--- config.mk ---
export PLATFORM = sky130hd
export DESIGN_NAME = fourbitdemux1to2
export DESIGN_NICKNAME = d
export VERILOG_FILES = /design/src/rtl/fourbitdemux1to2.sv
export SDC_FILE = /design/constraint.sdc
export NUM_CORES = 1
export LEC_CHECK = 0
export BUFFER_PORTS_ARGS = -buffer_cell sky130_fd_sc_hd__clkbuf_2
export CAP_MARGIN = 20
export CORE_MARGIN = 2
export CORE_UTILIZATION = 53
export DETAILED_ROUTE_END_ITERATION = 10
export MAX_ROUTING_LAYER = met4
export PLACE_DENSITY = 0.82
export SLEW_MARGIN = 20
export SYNTH_ARGS = -nofsm -noshare
export SYNTH_HDL_FRONTEND = slang
export SYNTH_SLANG_ARGS = --single-unit
--- constraint.sdc ---
create_clock -name clk -period 1.61 [get_ports clk]
set_input_delay 0.0805 -clock clk [delete_from_list [all_inputs] [get_ports clk]]
set_output_delay 0.0805 -clock clk [all_outputs]
set_load 0.01 [all_outputs]
--- src/rtl/fourbitdemux1to2.sv ---
// Buffered 4-bit 1-to-2 demultiplexer: one valid/ready input steered by sel into
// two independent 2-entry FIFOs, each with its own valid/ready drain and delivery counter.
module fourbitdemux1to2 #(
  parameter int WIDTH = 4,
  parameter int DEPTH = 2
) (
  input  logic             clk,
  input  logic             reset,
  input  logic [WIDTH-1:0] in_data,
  input  logic             sel,
  input  logic             in_valid,
  output logic             in_ready,
  output logic [WIDTH-1:0] out1_data,
  output logic             out1_valid,
  input  logic             out1_ready,
  output logic [WIDTH-1:0] out2_data,
  output logic             out2_valid,
  input  logic             out2_ready,
  output logic [7:0]       cnt1,
  output logic [7:0]       cnt2
);

  // Index 0 is channel 1 (sel = 0), index 1 is channel 2 (sel = 1).
  logic [WIDTH-1:0] mem [2][DEPTH];
  logic [1:0]       wr_ptr;
  logic [1:0]       rd_ptr;
  logic [1:0]       occ [2];
  logic [7:0]       cnt [2];

  logic [1:0] full;
  logic [1:0] nempty;
  logic [1:0] push;
  logic [1:0] pop;
  logic [1:0] oready;

  always_comb begin
    oready   = {out2_ready, out1_ready};
    full     = '0;
    nempty   = '0;
    pop      = '0;
    for (int c = 0; c < 2; c++) begin
      full[c]   = (occ[c] == 2'(DEPTH));
      nempty[c] = (occ[c] != 2'd0);
      pop[c]    = nempty[c] && oready[c];
    end
    // Ready looks only at the selected FIFO; a full channel stalls input even if the other has room.
    in_ready = !reset && !full[sel];
    push[0]  = in_valid && in_ready && !sel;
    push[1]  = in_valid && in_ready && sel;
  end

  always_ff @(posedge clk or posedge reset) begin
    if (reset) begin
      wr_ptr <= '0;
      rd_ptr <= '0;
      for (int c = 0; c < 2; c++) begin
        occ[c] <= '0;
        cnt[c] <= '0;
      end
    end else begin
      for (int c = 0; c < 2; c++) begin
        if (push[c]) wr_ptr[c] <= ~wr_ptr[c];
        if (pop[c]) begin
          rd_ptr[c] <= ~rd_ptr[c];
          cnt[c]    <= cnt[c] + 8'd1;
        end
        if (push[c] && !pop[c])
          occ[c] <= occ[c] + 2'd1;
        else if (!push[c] && pop[c])
          occ[c] <= occ[c] - 2'd1;
      end
    end
  end

  // Storage is data only; emptiness is tracked by occ, so it needs no reset.
  always_ff @(posedge clk) begin
    for (int c = 0; c < 2; c++) begin
      if (push[c]) mem[c][wr_ptr[c]] <= in_data;
    end
  end

  assign out1_valid = nempty[0];
  assign out2_valid = nempty[1];
  assign out1_data  = nempty[0] ? mem[0][rd_ptr[0]] : '0;
  assign out2_data  = nempty[1] ? mem[1][rd_ptr[1]] : '0;
  assign cnt1       = cnt[0];
  assign cnt2       = cnt[1];

endmodule

==> flow_summary.toml <==
[run_status]
run_status = "completed"

[flow_run]
drv_cap = 0

[die]
io_pins = 37
rows = 20
initial_core_util_pct = 56.9
die_area_um2 = 3810
die_w_um = 61.7
die_h_um = 61.7
core_um2 = 3100

[synthesis]
synthesis.area_um2 = 1760
synth.distinct_cells = 26
synthTopCellsByCount = "dfrtp_1, edfxtp_1, nor2_1"
yosysTopAreaCell = "dfrtp_1"
yosysSeqAreaShare_pct = 61.3
syn_area_per_cell_um2 = 13.2
synth-warning-count = 0
yosysTopAreaCellShare_pct = 34.0
ys_seq_elements = 40
synth_async_sr_flop_share_pct = 60.0
synth_nets = 148
synth_edf_count = 16
synth_area_leaders = "dfrtp_1, edfxtp_1, xnor2_1"
ys.flop_type = "dfrtp_1"
synthCells = 134
synth_most_common_cell = "dfrtp_1"

[global_route]
grt_first_pass_wirelength_mm = 4.98
grtUsageMet2_pct = 31.4
grt_max_degree = 25
antenna_found_initial = 0
grt_pass1_vias = 1112
grtUsageMet1_pct = 22.4
grt_use_total_pct = 19.4
grt_use_met3_pct = 6.21
grt-ovfl-total = 0
grt_busiest_layer = "met2"

[timing]
hold_viol_final = 0
fmax_ghz = 0.651
worst_slack_ns = 0.0739
setup_viol = 0
rsz0062_at_grt = "yes"
fin_crit_ns = 1.54
min_period_over_period_pct = 95.4
worstMarginPinSlew_ns = 0.367
drv_slew = 0
relSlewSlack_pct = 75.5
clock_skew_ns = 0.00307

[routing]
vias = 1170
wirelength_mm = 3.23
ant_nets = 0
drc = 0
drt_iter0_drc = 40
first_pass_iters = 6
detail_route.wl_per_cell_um = 13.9
viasPerCell = 5.04

[final_layout]
antenna_cells = 0
nets = 201
drive_gt1_share_pct = 32.4
final_cell_count_no_fill = 232
area_growth_pct = 23.0

[setup_path]
crit_chain = "nand2b_1, and4_1, ha_1, xor2_1, nor2_1, xor2_1"
cp_num_buf_inv = 0
endpoint_kind = "flip-flop"
startpoint_type = "flip-flop"
required_ns = 1.87
r2r_slack_ns = 0.07
reg2regPathDepth = 6
crit_type = "flip-flop to flip-flop"
slowest_delay_ns = 0.39
arrival_ns = 1.80
crit_fanout = 4
cpLargestDelayFamily = "simple AND/OR/NAND/NOR gates"
slowest_stage = "dfrtp_1"
crit_top_cell = "xor2_1"
path_depth = 6

[clock_network]
tritoncts = "yes"
root_buffer = "clkbuf_4"
clock-sinks = 40
clock_latency_ns = 0.34
clockBufferDepth = 2
cts_made_buffers = 5
htreeDepth = 2
path_clk_slew_ns = 0.11

[hold_path]
holdCritPathClass = "primary input to flip-flop"
hold_depth = 4

[place]
placement.setup.worst_slack_ns = 0.0429
io_buffers = 36
placed_cells = 217
place_hpwl_mm = 2.36
finalWeightedCongestion = 0.816

[power]
ir_worst_vdd_uv = 921
power_density_nw_per_um2 = 1640
p_leak_nw = 1.02
## worst paths after layout
path / to / start
hold / removal: cnt1[1] / out1_ready
min in group asynchronous: occ[2] / reset
setup reg to reg: occ[1] / occ[0]
setup / recovery: occ[1] / occ[0]
max in group asynchronous: occ[2] / reset
hold reg to reg: cnt2[7] / cnt2[7]
## layer usage
layer / vias to the layer above / part of all wire, %
met5: - / 0
met4: 0 / 1.8
met3: 8 / 5.4
met2: 39 / 50
met1: 562 / 42
li1: 561 / -
## flip-flops by register name (all words and copies together) (netlist names)
| signal | flops |
|---|---|
| occ | 4 |
| cnt2 | 8 |
| mem | 16 |
| rd_ptr | 2 |
| cnt1 | 8 |
| wr_ptr | 2 |
## power breakdown
group / leakage, nW / total (mW) / internal [mW] / switching, mW
Combinational: 0.548 / 1.38 / 0.665 / 0.717
Clock: 0.0269 / 0.464 / 0.168 / 0.296
Sequential: 0.442 / 1.71 / 1.35 / 0.359
## through the flow
stage | hold slack (ns) | area [um^2] | util (%) | power [mW] | setup TNS [ns]
CTS | 0.0847 | 2130 | 68.6 | 3.54 | 0
finish | 0.0974 | 2170 | 69.9 | 3.55 | 0
detailed placement | 0.201 | 2030 | 65.4 | 3.07 | 0
global route | 0.0985 | 2170 | 69.9 | 3.82 | -0.145
floorplan | 0.101 | 1760 | - | 2.52 | 0
global placement | 0.200 | 2030 | 65.4 | 2.98 | 0
## worst min-delay path, stage by stage
cell,delay (ns)
clkbuf_2,0.09
o21a_4,0.13
nand2_1,0.06
nand2_1,0.04
## cell type report
class | instances | area, um^2
well taps | 44 | 55.1
clock buffers | 7 | 45.0
multi-input cells | 86 | 676
fillers | 245 | 933
inverters | 6 | 25.0
flip-flops and latches | 40 | 1080
clock inverters | 1 | 3.75
repair buffers | 48 | 283
## logic make-up (layout without fill, tap and decap cells)
logic type	Yosys count	in the layout	share of synthesized area [%]
AO/OA/AOI/OAI	3	3	1.77
multiplexers	8	8	4.54
AND/OR/NAND/NOR	47	47	15.8
flip-flops	40	40	61.3
buffers and inverters	8	62	1.84
XOR/XNOR	24	24	11.9
adder cells (fa/ha/maj)	4	4	2.84
## layout by cell type, fill, tap and decap left out, types with 2 or more instances in the layout
cell type / count
clkbuf_4: 5
nor2_1: 15
inv_1: 4
nor3_2: 2
nor3_4: 2
nand3_1: 2
clkbuf_2: 36
and2_1: 2
nand4_1: 6
mux2i_1: 8
nand2_1: 10
ha_1: 3
clkbuf_1: 2
and3_1: 2
nor2b_4: 2
edfxtp_1: 16
xor2_1: 12
dfrtp_1: 23
xnor2_1: 12
buf_4: 7
dlygate4sd3_1: 5
## what timing repair did
item	4_1_cts	5_1_grt
buffers inserted	0	2
endpoints found under the hold margin	40	0
endpoints found under the setup margin	0	6
resized for setup	0	6
hold buffers	5	0
Power figures use the tool's default switching activity.
